==> src/rtl/wb_pkg.sv <==
// rtl/wb_pkg.sv - shared write-back types and default widths
package wb_pkg;

   localparam int WB_XLEN       = 64;
   localparam int WB_REG_ADDR_W = 5;

   typedef struct packed {
      logic [WB_REG_ADDR_W-1:0] rd;
      logic [WB_XLEN-1:0]       data;
   } wb_entry_t;

endpackage

==> src/rtl/wb_chan_fifo.sv <==
// rtl/wb_chan_fifo.sv - per-channel write-back result FIFO
// Optional WB_PENDING_MASK_EN exposes the rd of every valid slot.
module wb_chan_fifo
   import wb_pkg::*;
#(
   parameter int DEPTH = 4
) (
   input  logic      clk,
   input  logic      reset,
   input  logic      push,
   input  wb_entry_t push_entry,
   input  logic      pop,
   output wb_entry_t head,
   output logic      full,
   output logic      empty
`ifdef WB_PENDING_MASK_EN
   ,
   output logic [DEPTH-1:0]                     slot_valid,
   output logic [DEPTH-1:0][WB_REG_ADDR_W-1:0]  slot_rd
`endif
);

   localparam int AW = $clog2(DEPTH);

   wb_entry_t     mem [DEPTH];
   logic [AW:0]   wr_ptr;
   logic [AW:0]   rd_ptr;
   logic          push_ok;
   logic          pop_ok;

   // Extra pointer MSB distinguishes full from empty when the indices match.
   assign full    = (wr_ptr[AW] != rd_ptr[AW]) && (wr_ptr[AW-1:0] == rd_ptr[AW-1:0]);
   assign empty   = (wr_ptr == rd_ptr);
   assign push_ok = push && !full;
   assign pop_ok  = pop && !empty;
   assign head    = mem[rd_ptr[AW-1:0]];

   always_ff @(posedge clk or posedge reset) begin
      if (reset) begin
         wr_ptr <= '0;
         rd_ptr <= '0;
      end else begin
         if (push_ok)
            wr_ptr <= wr_ptr + 1'b1;
         if (pop_ok)
            rd_ptr <= rd_ptr + 1'b1;
      end
   end

   always_ff @(posedge clk) begin
      if (push_ok)
         mem[wr_ptr[AW-1:0]] <= push_entry;
   end

`ifdef WB_PENDING_MASK_EN
   logic [AW:0] count;
   assign count = wr_ptr - rd_ptr;

   // A slot is live when its distance from the read index is below the occupancy.
   always_comb begin
      logic [AW-1:0] off;
      off        = '0;
      slot_valid = '0;
      slot_rd    = '0;
      for (int k = 0; k < DEPTH; k++) begin
         off           = AW'(k) - rd_ptr[AW-1:0];
         slot_valid[k] = ({1'b0, off} < count);
         slot_rd[k]    = mem[k].rd;
      end
   end
`endif

endmodule

==> src/rtl/wb_arbiter.sv <==
// rtl/wb_arbiter.sv - round-robin multi-channel write-back arbiter
// Optional WB_PENDING_MASK_EN adds the pending_mask hazard output.
module wb_arbiter
   import wb_pkg::*;
#(
   parameter int XLEN       = WB_XLEN,
   parameter int NUM_CH     = 3,
   parameter int FIFO_DEPTH = 4,
   parameter int REG_ADDR_W = WB_REG_ADDR_W
) (
   input  logic                         clk,
   input  logic                         reset,
   input  logic [NUM_CH-1:0]            ch_valid,
   output logic [NUM_CH-1:0]            ch_ready,
   input  logic [NUM_CH-1:0]            ch_wen,
   input  logic [NUM_CH*REG_ADDR_W-1:0] ch_rd,
   input  logic [NUM_CH*XLEN-1:0]       ch_data,
   input  logic                         wb_stall,
   output logic [XLEN-1:0]              write_data,
   output logic [REG_ADDR_W-1:0]        write_reg,
   output logic                         write_enable
`ifdef WB_PENDING_MASK_EN
   ,
   output logic [2**REG_ADDR_W-1:0]     pending_mask
`endif
);

   localparam int PTR_W = (NUM_CH > 1) ? $clog2(NUM_CH) : 1;

   logic [NUM_CH-1:0] full;
   logic [NUM_CH-1:0] empty;
   logic [NUM_CH-1:0] push_vec;
   logic [NUM_CH-1:0] pop_vec;
   wb_entry_t         heads [NUM_CH];
   wb_entry_t         head_sel;

   logic [PTR_W-1:0]  rr_ptr;
   logic [PTR_W-1:0]  grant_idx;
   logic              grant_any;
   logic              do_pop;

`ifdef WB_PENDING_MASK_EN
   logic [FIFO_DEPTH-1:0]                    slot_valid_all [NUM_CH];
   logic [FIFO_DEPTH-1:0][WB_REG_ADDR_W-1:0] slot_rd_all    [NUM_CH];
`endif

   assign ch_ready = ~full;

   genvar gi;
   generate
      for (gi = 0; gi < NUM_CH; gi++) begin : g_ch
         wb_entry_t in_entry;
         logic [REG_ADDR_W-1:0] in_rd;

         assign in_rd         = ch_rd[gi*REG_ADDR_W +: REG_ADDR_W];
         assign in_entry.rd   = in_rd;
         assign in_entry.data = ch_data[gi*XLEN +: XLEN];
         // Non-writing results and x0 targets are acknowledged but never stored.
         assign push_vec[gi]  = ch_valid[gi] && !full[gi] && ch_wen[gi] && (in_rd != '0);

         wb_chan_fifo #(
            .DEPTH (FIFO_DEPTH)
         ) u_fifo (
            .clk        (clk),
            .reset      (reset),
            .push       (push_vec[gi]),
            .push_entry (in_entry),
            .pop        (pop_vec[gi]),
            .head       (heads[gi]),
            .full       (full[gi]),
            .empty      (empty[gi])
`ifdef WB_PENDING_MASK_EN
            ,
            .slot_valid (slot_valid_all[gi]),
            .slot_rd    (slot_rd_all[gi])
`endif
         );
      end
   endgenerate

   // Scan from rr_ptr and take the first non-empty channel.
   always_comb begin
      int c;
      c         = 0;
      grant_any = 1'b0;
      grant_idx = '0;
      for (int k = 0; k < NUM_CH; k++) begin
         c = (int'(rr_ptr) + k) % NUM_CH;
         if (!grant_any && !empty[c]) begin
            grant_any = 1'b1;
            grant_idx = PTR_W'(c);
         end
      end
   end

   assign do_pop   = grant_any && !wb_stall;
   assign head_sel = heads[grant_idx];

   always_comb begin
      pop_vec = '0;
      for (int i = 0; i < NUM_CH; i++)
         pop_vec[i] = do_pop && (int'(grant_idx) == i);
   end

   always_ff @(posedge clk or posedge reset) begin
      if (reset) begin
         rr_ptr       <= '0;
         write_data   <= '0;
         write_reg    <= '0;
         write_enable <= 1'b0;
      end else begin
         write_enable <= do_pop;
         if (do_pop) begin
            write_data <= head_sel.data;
            write_reg  <= head_sel.rd;
            rr_ptr     <= PTR_W'((int'(grant_idx) + 1) % NUM_CH);
         end
      end
   end

`ifdef WB_PENDING_MASK_EN
   always_comb begin
      pending_mask = '0;
      for (int i = 0; i < NUM_CH; i++)
         for (int k = 0; k < FIFO_DEPTH; k++)
            if (slot_valid_all[i][k])
               pending_mask[slot_rd_all[i][k]] = 1'b1;
      if (write_enable)
         pending_mask[write_reg] = 1'b1;
      pending_mask[0] = 1'b0;
   end
`endif

endmodule

==> config.mk <==
export PLATFORM = sky130hd
export DESIGN_NAME = wb_arbiter
export DESIGN_NICKNAME = d
export VERILOG_FILES = /design/src/rtl/wb_pkg.sv /design/src/rtl/wb_chan_fifo.sv /design/src/rtl/wb_arbiter.sv
export SDC_FILE = /design/constraint.sdc
export NUM_CORES = 1
export LEC_CHECK = 0
export CORE_ASPECT_RATIO = 1.4
export CORE_MARGIN = 1.5
export CORE_UTILIZATION = 40
export CTS_BUF_LIST = sky130_fd_sc_hd__clkbuf_2
export DETAILED_ROUTE_END_ITERATION = 6
export REMOVE_ABC_BUFFERS = 1
export SYNTH_ARGS = -nofsm -noshare
export SYNTH_HDL_FRONTEND = slang
export SYNTH_SLANG_ARGS = --single-unit
export TNS_END_PERCENT = 20
==> constraint.sdc <==
create_clock -name clk -period 4.7 [get_ports clk]
set_input_delay 0.47 -clock clk [delete_from_list [all_inputs] [get_ports clk]]
set_output_delay 0.47 -clock clk [all_outputs]
set_load 0.02 [all_outputs]
Yosys cells after proc, flatten, opt, wreduce, memory -nomap -nowiden. Memory sizes are Yosys's and may differ from the RTL's. Cells that the tools add are included.

Add/sub/neg operators: 9. Div/mod/pow operators: 4. Magnitude comparators: 4. Equal/unequal tests: 11. Mux-type cells: 24. Bitwise operators: 2. Reduce and logical (&&, ||, !) cells: 38.

Operators with widths (count): 69-bit binary-select mux with 2-bit select (1); 69-bit two-way mux (2); 32-bit by 4-bit < comparator with 1-bit output (second input constant) (3); 32-bit by 3-bit remainder unit with 32-bit output (second input constant) (3); 3-bit by 3-bit remainder unit with 32-bit output (second input constant) (1); 1-bit logical AND (24); 3-bit by 1-bit adder with 3-bit output (second input constant) (6); 1-bit two-way mux (15); 5-bit nonzero test (3); 1-bit zero test (10); 3-bit == test (3); 2-bit by 1-bit adder with 3-bit output (second input constant) (2); 1-bit binary-select mux with 2-bit select (3); 2-bit == test (3); 2-bit two-way mux (3); 2-bit == test (second input constant) (2); 2-bit by 2-bit adder with 3-bit output (second input constant) (1); 3-bit >= comparator (second input constant) (1); 1-bit inequality test (3); 2-bit NOT with 3-bit output (1); 3-bit NOT (1); 2-bit zero test (1).

Bits in registers: 90. RAM bits: 828. Bits of input ports: 216. Output and inout bits: 73. Logic and storage cells: 105. Memories kept: 3.

Memories: g_ch[0].u_fifo.mem (words 4, width 69, read ports 1, clocked after Yosys merged registers in 0, wr ports 1, line wb_chan_fifo.sv:25) `wb_entry_t mem [DEPTH];`; g_ch[1].u_fifo.mem (words 4, width 69, read ports 1, clocked after Yosys merged registers in 0, wr ports 1, line wb_chan_fifo.sv:25); g_ch[2].u_fifo.mem (words 4, width 69, read ports 1, clocked after Yosys merged registers in 0, wr ports 1, line wb_chan_fifo.sv:25).

Depth between registers and ports, before layout. Gate-level depths: netlist of the first run.

Word-level depth: 15. Gate-level depth with buffers: 11. Mapped depth without buffers: 10.

Cells and area by module. Synthesis of the first run repeated with hierarchy kept, for this count alone.

Cells, all modules: 1600. Area total of the unflattened synthesis: 35275.1 um^2.

Modules (own cells, without submodules): wb_chan_fifo (instances 3, cells an instance 410, area each 10442.5 um^2, seq. area each 8438.1 um^2); wb_arbiter (instances 1, cells an instance 370, area each 3947.5 um^2, seq. area each 1801.7 um^2).

Worst setup path before layout of the first run. OpenSTA, ideal clock, no wires.

Kind: reg2reg. Start point: reg g_ch[1].u_fifo.wr_ptr[2]. End point: mem g_ch[1].u_fifo.mem[3][0] (netlist bit), enable pin. Library setup time: 436 ps. Data arrival time: 3012 ps. Data required time: 4264 ps. Setup slack: 1252 ps. Cell stages (with the launch flop): 5. Buffers on the path: 0. Period minus slack after synthesis: 3448 ps. Cells stage by stage: dfrtp_1 xnor2_1 nand3b_1 o2111a_1 and2_1.

Word-level cells in the longest chain between the ends: 9.

Ends and longest elaborated chain: start, declared (line wb_chan_fifo.sv:26) `logic [AW:0] wr_ptr;`; start signal, assigned (line wb_chan_fifo.sv:44) `wr_ptr <= wr_ptr + 1'b1;`; 1-bit inequality test * (line wb_chan_fifo.sv:32) `assign full = (wr_ptr[AW] != rd_ptr[AW]) && (wr_ptr[AW-1:0] == rd_ptr[AW-1:0]);`; 1-bit logical AND * (line wb_chan_fifo.sv:32); 1-bit zero test * (line wb_chan_fifo.sv:34, wb_arbiter.sv:59); 1-bit logical AND (3 in a row) (line wb_arbiter.sv:59) `assign push_vec[gi] = ch_valid[gi] && !full[gi] && ch_wen[gi] && (in_rd != '0);`; 1-bit logical AND * (line wb_chan_fifo.sv:34) `assign push_ok = push && !full;`; 1-bit two-way mux * (line wb_chan_fifo.sv:51) `if (push_ok)`; 1-bit two-way mux (not written as such) * (line wb_chan_fifo.sv:52) `mem[wr_ptr[AW-1:0]] <= push_entry;`; end, declared (line wb_chan_fifo.sv:25).

Every way passes the cells marked *; elsewhere a longest branch is shown, timed or not.

Worst setup path in the final report of the first run.
Start point: reg g_ch[2].u_fifo.rd_ptr[1]. End point: out ch_ready[2].

Word-level cells in the longest chain between the ends: 3.

Ends and longest elaborated chain: start, declared (line wb_chan_fifo.sv:27) `logic [AW:0] rd_ptr;`; start signal, assigned (line wb_chan_fifo.sv:46) `rd_ptr <= rd_ptr + 1'b1;`; 2-bit == test (line wb_chan_fifo.sv:32); 1-bit logical AND (line wb_chan_fifo.sv:32); 3-bit NOT (line wb_arbiter.sv:47) `assign ch_ready = ~full;`; end, declared (line wb_arbiter.sv:14) `output logic [NUM_CH-1:0] ch_ready,`.

Every way passes these cells.

==> impl_results.md, run 1 <==
- Sequential cell area: 27140 um^2
- Most used DFF post-synth: edfxtp_1
- CP endpoint kind: output port
- Max IR drop VDD: 0.5785 mV
- Root buffer cell: clkbuf_2
- Row Count: 128
- Io pins: 289
- DRC Markers: 0
- Gpl congestion: 0.7582
- Max FFs per register: 828
- Layout area overhead: 24.52%
- Finished Layout Cells: 3641
- Ys async rst share: 9.804%
- WL/cell: 26.15 um
- Via count: 19220
- Area after DPL: 39580 um^2
- Post-route clock period utilization: 86.32%
- CTS H-tree lvls: 4
- Worst Max-Slew Pin Slew: 1.185 ns
- Buffers added on ports: 288
- Fillers: 7271
- Initial core utilization: 40.41%
- Met1 WL: 36400 um
- Number of synthesis warnings: 0
- Slew HR: 20.97%
- Post-synth EDFFs: 828
- 1st-iter DRT viols: 1368
- Element type at the critical path start: flip-flop
- Area of the multi-input gates: 7731 um^2
- Met2 WL: 51370 um
- First-pass GRT wire length: 139600 um
- Top sig layer: met5
- DR pass1 iterations: 5
- Largest net degree at the start of global routing: 71
- Crit-path max FO: 32
- GRT Util Overall: 21.71%
- Final #Nets: 2511
- Tmin final: 4.057 ns
- Status: finished clean
- Post-cts sizing count: 0
- Met3 WL: 5409 um
- Pwr Density: 586.2 nW/um^2
- Final WL: 95200 um
- Critical path arrival: 3.59 ns
- Dpl cells: 3021
- Drt via density: 5.278
- Detail Route Antenna Nets: 0
- Peak Freq: 246.5 MHz
- Total Power: 25700 uW
- Cts bufs inserted: 208
- Clk slew on worst S/H paths: 0.12 ns
- CTS sink count: 918
- Share of layout cells above drive strength 1: 28.34%
- CTS tree: built
- Hold Vio Cnt, Final: 0
- Number of antenna violations at the first check in global routing: 16
- Hold WC Path Type: in -> reg
- Crit Path Category: reg -> out
- Leakage: 0.01491 uW
- DPL Wire Length: 57520 um
- Max Root-Sink Buffers: 3
- Vias in the first global route: 20950
- Die Footprint: 89820 um^2
- Final Cell Area: 43830 um^2
- Synth Register Bits: 918
- Critical path required time: 4.23 ns
- Clock latency on the worst-skew pair: 1.43 ns
- Clk_skew: 0.1057 ns
- Slew Viols, Final: 0
- Post-synthesis average cell area: 21.68 um^2
- Post-Synthesis Cells: 1624
- Post-synthesis sequential area ratio: 77.03%
- MaxCap Viol Count: 0
- Die width: 253.7 um
- RSZ-0062 raised after global routing: false
- Global route overflow: 0
- Chip Height: 354.0 um
- Mapped Area: 35200 um^2
- Final setup viols: 0
- Cell variety after synth: 51
- Core area: 87120 um^2
layer usage:
layer	up-vias	GRT usage (%)
met1	10120	26.03
met2	685	38.70
met4	10	6.655
met5	-	0
li1	8258	-
met3	150	4.904
where the power goes:
| part | total (uW) | switching [uW] | internal, uW | leakage, uW |
|---|---|---|---|---|
| logic | 9320 | 5240 | 4080 | 0.00473 |
| clock network | 5310 | 3110 | 2200 | 0.00159 |
| registers | 11100 | 846 | 10200 | 0.00859 |
| total | 25700 | 9200 | 16500 | 0.0149 |
synth_stat cells, types with 3 or more instances:
cell type    n  area [um^2]
mux2_1       7        78.83
mux2_2      66        743.2
nand4_1      3        18.77
buf_1        4        15.01
xnor2_2      4        65.06
or4_1        3        22.52
nand2_1     74        277.8
a32oi_1     69        604.3
and2_1      12        75.07
clkbuf_1    67        251.5
o21ai_0     73        365.4
edfxtp_1   828        24860
nor2_1       5        18.77
dfrtp_1     90         2252
xnor2_1     10        87.58
xor2_1      10        87.58
nor3_1       3        15.01
a21oi_1      3        15.01
inv_1       12        45.04
o2111a_1     3        33.78
mux4_2     207         4662
ha_1        18        225.2
buf_2       21        105.1
path summary, 6_finish.rpt:
kind,from,to,slack (ns),cells past startpoint
worst max-delay path,g_ch[2].u_fifo.rd_ptr[1],ch_ready[2],0.64,4
worst min-delay path,ch_data[84],g_ch[1].u_fifo.mem[1][20],0.20,2
worst max register to register,g_ch[2].u_fifo.rd_ptr[1],g_ch[2].u_fifo.rd_ptr[1],1.30,9
worst min register to register,g_ch[1].u_fifo.rd_ptr[2],g_ch[1].u_fifo.rd_ptr[2],0.49,1
max in group asynchronous,reset,write_data[2],3.00,5
min in group asynchronous,reset,write_data[19],0.65,4
worst max-delay path, cell delays in order (launching register included):
cell and delay [ns]:
dfrtp_4 0.74, xnor2_2 0.37, nand2_1 0.08, or2_2 0.34, clkdlybuf4s50_1 0.62
kinds of logic (layout without fill, tap and decap cells):
family          Yosys count  in the layout  share of synthesized area, %
simple gates            115            115                         1.543
other cells               0             12                             0
xor+xnor                 24             24                        0.6824
fa+ha+maj                18             18                        0.6398
flops                   918            918                         77.03
buf+inv                 105            940                         1.205
compound gates          164            164                         3.323
mux                     280            280                         15.58
repair_timing:
action / 4_1_cts / 5_1_grt
buffers inserted: 0 / 0
endpoints found under the hold margin: 895 / 0
hold buffers: 216 / 0
cell usage in the layout, fill, tap and decap left out, drive strengths merged, types with 32 or more instances in the layout:
cell type | synthesis | routed
dlygate4sd3 | 0 | 216
clkbuf | 67 | 342
dfrtp | 90 | 90
buf | 26 | 32
mux2 | 73 | 73
mux4 | 207 | 207
edfxtp | 828 | 828
clkdlybuf4s50 | 0 | 288
o21ai | 74 | 74
a32oi | 69 | 69
clkinv | 0 | 39
nand2 | 74 | 74
cell type report:
cell class                 count  area share [%]
inverter                      12          0.1085
timing repair buffer         536           12.23
clock inverter                50          0.8021
sequential                   918           61.91
multi-input combinational    601           17.64
antenna                       12         0.06850
clock buffer                 342           3.905
tap                         1170           3.340
per-stage QoR:
step	setup slack, ns	hold slack [ns]	TNS [ns]	utilization, %
after floorplan	-1.433	0.4617	-1046.05	-
after global placement	1.151	0.4762	0	45.43
after detailed placement	1.135	0.4840	0	45.43
after CTS	0.3487	0.02777	0	50.28
after global routing	0.2984	0.03852	0	50.30
final	0.6429	0.2022	0	50.31
(Power assumes the default switching activity.)
==> run 2, diff against run 1 <==
--- a/config.mk
+++ b/config.mk
@@ -5,12 +5,14 @@
 export SDC_FILE = /design/constraint.sdc
 export NUM_CORES = 1
 export LEC_CHECK = 0
+export CAP_MARGIN = 20
 export CORE_ASPECT_RATIO = 1.4
 export CORE_MARGIN = 1.5
 export CORE_UTILIZATION = 40
 export CTS_BUF_LIST = sky130_fd_sc_hd__clkbuf_2
 export DETAILED_ROUTE_END_ITERATION = 6
 export REMOVE_ABC_BUFFERS = 1
+export SLEW_MARGIN = 5
 export SYNTH_ARGS = -nofsm -noshare
 export SYNTH_HDL_FRONTEND = slang
 export SYNTH_SLANG_ARGS = --single-unit
==> run 2 against run 1 <==
Compared with the run above: clock power is essentially flat; global-route usage up 0.063 points; routed wire length rose by 0.21%; design area rose by 0.37%; sequential power is essentially flat.
==> impl_results.md, run 2 (synthesis results as in run 1) <==
- Status: finished clean
- Row Count: 128
- Max FFs per register: 828
- Via count: 19270
- Clk network pwr share: 20.7%
- Post-route clock period utilization: 87.32%
- Most frequent cells in the layout: 828 x edfxtp_1, 310 x clkbuf_2, 288 x clkdlybuf4s50_1
- Sw frac: 35.96%
- Clk slew on worst S/H paths: 0.11 ns
- Share of layout cells above drive strength 1: 27.72%
- Tmin final: 4.104 ns
- Slew Viols, Final: 0
- Layout area overhead: 24.99%
- Fillers: 7293
- Area after DPL: 39690 um^2
- Io pins: 289
- Clock latency on the worst-skew pair: 1.44 ns
- Setup Buffers After CTS: 0
- Hold WC Path Type: in -> reg
- GRT Util Overall: 21.77%
- Internal Pwr Total: 16520 uW
- Crit-path leading delay family: flip-flops
- Number of antenna violations at the first check in global routing: 17
- Crit-path max FO: 32
- Final setup viols: 0
- CP max-delay cell: dfrtp_4
- Worst stage delay on the critical path: 0.74 ns
- Max IR drop VDD: 0.6559 mV
- Final WL: 95410 um
- Slew HR: 35.02%
- Chip Height: 354.0 um
- Crit-path cells: xnor2_2 > nand2_1 > or2_2 > clkdlybuf4s50_1
- Drt via density: 5.286
- Final Cell Area: 44000 um^2
- Flop pwr share: 42.9%
- Max Root-Sink Buffers: 3
- CTS H-tree lvls: 4
- Peak Freq: 243.7 MHz
- Clk_skew: 0.08130 ns
- Sequential cell area: 27140 um^2
- Global route overflow: 0
- Area of the multi-input gates: 7731 um^2
- 1st-iter DRT viols: 1342
- DR pass1 iterations: 7
- Die Footprint: 89820 um^2
- Final #Nets: 2518
- Initial core utilization: 40.41%
- Largest net degree at the start of global routing: 64
- Detail Route Antenna Nets: 0
- Gpl congestion: 0.7582
- CTS tree: built
- Crit path buf inv count: 1
- Hold Vio Cnt, Final: 0
- Most common cell after layout, fill and taps aside: edfxtp_1
- Psw: 9273 uW
- Post-layout util: 50.50%
- Worst Max-Slew Pin Slew: 0.9747 ns
- Combinational power share: 36.4%
- RSZ-0062 raised after global routing: false
- Crit Path Category: reg -> out
- Pwr Density: 586.2 nW/um^2
- CTS sink count: 918
- Leakage: 0.01491 uW
- Critical path required time: 4.23 ns
- Die width: 253.7 um
- FF-to-FF setup slack: 1.19 ns
- DRC Markers: 0
- Element type at the critical path start: flip-flop
- Vias in the first global route: 21050
- WL/cell: 26.17 um
- Root buffer cell: clkbuf_2
- Core area: 87120 um^2
- Buffers added on ports: 288
- DPL Wire Length: 58400 um
- Cts bufs inserted: 209
- First-pass GRT wire length: 140100 um
- CP endpoint kind: output port
- Critical path arrival: 3.63 ns
- MaxCap Viol Count: 0
run 2: cell count changes in the layout (fill, tap and decap cells not counted), sizes merged:
cell,change
clkbuf,-32
dlygate4sd3,+2
inv,-1
bufinv,+2
diode,+3
clkinvlp,+2
buf,+4
clkinv,+24
run 2: through the flow:
stage	setup TNS [ns]	worst slack [ns]	instances	hold WS, ns	total power, uW
CTS	0	0.3137	3630	0.0006423	26140
global route	0	0.2646	3643	0.02498	27140
detailed placement	0	1.274	3025	0.4788	20590
global placement	0	1.151	3021	0.4762	20390
finish	0	0.5958	3645	0.1779	25790
floorplan	-1046.05	-1.433	1531	0.4617	16840
run 2: path summary, 6_finish.rpt:
| path | cells past startpoint | endpoint | startpoint |
|---|---|---|---|
| max | 4 | ch_ready[2] | g_ch[2].u_fifo.rd_ptr[1] |
| min | 2 | g_ch[1].u_fifo.mem[1][20] | ch_data[84] |
| max reg2reg | 9 | g_ch[2].u_fifo.rd_ptr[1] | g_ch[2].u_fifo.rd_ptr[1] |
| min reg2reg | 1 | g_ch[1].u_fifo.wr_ptr[2] | g_ch[1].u_fifo.wr_ptr[2] |
| max in group asynchronous | 5 | write_data[57] | reset |
| min in group asynchronous | 4 | write_data[19] | reset |
run 2: power groups by stage:
stage	Combinational, uW	Clock, uW	Sequential [uW]
6_report	9380	5340	11100
5_1_grt	10000	5890	11200
4_1_cts	9500	5530	11100
3_5_place_dp	9300	0	11300
3_3_place_gp	9150	0	11200
2_1_floorplan	5090	0	11800
run 2: final cells by class:
type / instances / share of cell area (%)
timing repair buffer: 542 / 12.48
clock inverter: 77 / 1.223
inverter: 12 / 0.1081
sequential: 918 / 61.68
multi-input combinational: 601 / 17.57
antenna: 15 / 0.08531
clock buffer: 310 / 3.526
tap: 1170 / 3.327
run 2: routing by layer:
metal  part of all wire (%)  wire (um)  track usage (%)  vias to the layer above
li1                       -          -                -                     8272
met5                  0.084         80                0                        -
met2                     54      51060            38.53                      711
met4                    2.6       2434            7.429                       12
met3                    5.3       5080            4.940                      160
met1                     39      36750            26.04                    10110
run 2: timing repair:
item | in CTS | in global routing
resized for setup | 0 | 0
hold buffers | 218 | 0
hold endpoints to repair | 894 | 0
run 2: worst reg2reg max path: stages (launching register included):
cell	delay [ns]
dfrtp_4	0.74
xnor2_2	0.41
nand3_4	0.79
a21oi_1	0.39
a2bb2oi_1	0.19
o22ai_1	0.11
ha_1	0.20
nand3b_1	0.09
or2_2	0.15
mux2_2	0.33
==> run 3, diff against run 2 <==
--- a/config.mk
+++ b/config.mk
@@ -8,9 +8,10 @@
 export CAP_MARGIN = 20
 export CORE_ASPECT_RATIO = 1.4
 export CORE_MARGIN = 1.5
-export CORE_UTILIZATION = 40
+export CORE_UTILIZATION = 26
 export CTS_BUF_LIST = sky130_fd_sc_hd__clkbuf_2
 export DETAILED_ROUTE_END_ITERATION = 6
+export GPL_ROUTABILITY_DRIVEN = 0
 export REMOVE_ABC_BUFFERS = 1
 export SLEW_MARGIN = 5
 export SYNTH_ARGS = -nofsm -noshare
==> run 3 against run 2 <==
Compared with the run above: sequential cell count unchanged; combinational power up 2%; critical path depth unchanged; non-clock buffer count up 213; fmax up 1.7%; register-to-register slack worse by 0.45 ns; sequential share of layout area down 3.7 points; final cell count up 22%; routed wire length up 4.7%; hold slack better by 0.21 ns; clock-buffer cell count up 14; critical endpoint unchanged; largest cell class unchanged; largest power group unchanged.
==> impl_results.md, run 3 (synthesis results as in run 1) <==
- Status: finished clean
- Drt via density: 4.488
- Flop pwr share: 42.6%
- Final WL: 99890 um
- Core area: 134300 um^2
- Number of antenna violations at the first check in global routing: 20
- 1st-iter DRT viols: 1538
- CTS H-tree lvls: 4
- Crit-path cells: xnor2_2 > nand2_1 > or2_2 > clkdlybuf4s50_1
- DPL Wire Length: 62120 um
- Max IR drop VDD: 0.6520 mV
- Initial core utilization: 26.21%
- Global route overflow: 0
- Area of the multi-input gates: 7731 um^2
- Largest net degree at the start of global routing: 64
- Post-route clock period utilization: 85.88%
- Final #Nets: 2736
- Total Neg Setup Slack: 0 ns
- Sw frac: 36.25%
- Clk network pwr share: 20.4%
- Worst stage delay on the critical path: 0.70 ns
- Hold Vio Cnt, Final: 0
- RSZ-0062 raised after global routing: false
- Setup Buffers After CTS: 0
- Root buffer cell: clkbuf_2
- Clk slew on worst S/H paths: 0.10 ns
- Io pins: 289
- Sequential cell area: 27140 um^2
- Detail Route Antenna Nets: 0
- First-pass GRT wire length: 145000 um
- Leakage: 0.01582 uW
- Hold WC Path Type: in -> async
- Die Footprint: 137600 um^2
- Post-route worst setup slack: 0.6636 ns
- Cts bufs inserted: 214
- Clk_skew: 0.1373 ns
- Via count: 20030
- Crit-path max FO: 27
- Chip Height: 438.4 um
- DRC Markers: 0
- Dpl cells: 3630
- Most common cell after layout, fill and taps aside: edfxtp_1
- Tmin final: 4.036 ns
- Critical path arrival: 3.57 ns
- WL/cell: 22.38 um
- Most frequent cells in the layout: 828 x edfxtp_1, 427 x dlygate4sd3_1, 324 x clkbuf_2
- Final setup viols: 0
- Hold-fix buffers, CTS: 427
- Pre-CTS setup slack: 1.067 ns
- Combinational power share: 36.9%
- DR pass1 iterations: 5
- CP endpoint kind: output port
- Vias in the first global route: 22140
- Element type at the critical path start: flip-flop
- MaxCap Viol Count: 0
- Row Count: 159
- Finished Layout Cells: 4464
- Critical path required time: 4.23 ns
- CTS sink count: 918
- Layout area overhead: 32.88%
- Worst Max-Slew Pin Slew: 1.097 ns
- Max Root-Sink Buffers: 3
- CTS tree: built
- Fillers: 12850
- Max FFs per register: 828
- Internal Pwr Total: 16450 uW
- Slew HR: 26.89%
- Pwr Density: 551.6 nW/um^2
- Psw: 9353 uW
- Peak Freq: 247.7 MHz
- Post-cts sizing count: 0
- Slew Viols, Final: 0
- CP max-delay cell: dfrtp_4
- Die width: 314.0 um
- Post-layout util: 34.83%
- Share of layout cells above drive strength 1: 26.05%
- Buffers added on ports: 288
- GRT Util Overall: 14.56%
- Crit Path Category: reg -> out
- Clock latency on the worst-skew pair: 1.57 ns
run 3: final timing paths:
path                                              to  cells past startpoint  slack (ns)                     start
setup / recovery                         ch_ready[2]                      4        0.66  g_ch[2].u_fifo.rd_ptr[1]
hold / removal                         write_data[7]                      4        0.39                     reset
setup reg to reg           g_ch[2].u_fifo.mem[0][30]                      7        0.74  g_ch[2].u_fifo.rd_ptr[1]
hold reg to reg             g_ch[2].u_fifo.rd_ptr[2]                      1        0.49  g_ch[2].u_fifo.rd_ptr[2]
max in group asynchronous   g_ch[2].u_fifo.rd_ptr[0]                      5        3.44                     reset
min in group clk           g_ch[1].u_fifo.mem[3][65]                      2        0.40                  ch_rd[6]
run 3: per-layer routing:
layer	wire, um	up-vias	track usage [%]
met5	97	-	0
met4	2598	18	6.124
met3	5231	160	3.331
met2	52590	705	25.74
met1	39370	10420	16.83
li1	-	8728	-
run 3: power by group through the flow:
| stage | sequential (uW) | clock (uW) | combinational, uW |
|---|---|---|---|
| 6_report | 11000 | 5270 | 9530 |
| 5_1_grt | 11100 | 5890 | 10300 |
| 4_1_cts | 11000 | 5500 | 9750 |
| 3_5_place_dp | 11200 | 0 | 9410 |
| 3_3_place_gp | 11200 | 0 | 9260 |
| 2_1_floorplan | 11800 | 0 | 5090 |
run 3: worst max-delay path: cells and delay by family (launching register included):
kind | cells | cell delay [ns]
and+or+nand+nor | 2 | 0.46
buffers and inverters | 1 | 0.57
xor gates and xnor gates | 1 | 0.37
DFF | 1 | 0.70
run 3: through the flow:
stage / cell area (um^2) / hold WS (ns) / total power, uW
3_5_place_dp: 40420 / 0.4754 / 20640
2_1_floorplan: 34820 / 0.4617 / 16840
3_3_place_gp: 40280 / 0.4783 / 20430
5_1_grt: 46780 / 0.1388 / 27310
6_report: 46780 / 0.3850 / 25800
4_1_cts: 46760 / 0.02508 / 26290
run 3: area by class of cell:
type / instances / area share, %
multi-input combinational: 601 / 16.53
clock buffer: 324 / 3.467
sequential: 918 / 58.02
antenna: 6 / 0.03210
clock inverter: 77 / 0.9576
tap: 1771 / 4.737
inverter: 12 / 0.1070
timing repair buffer: 755 / 16.16
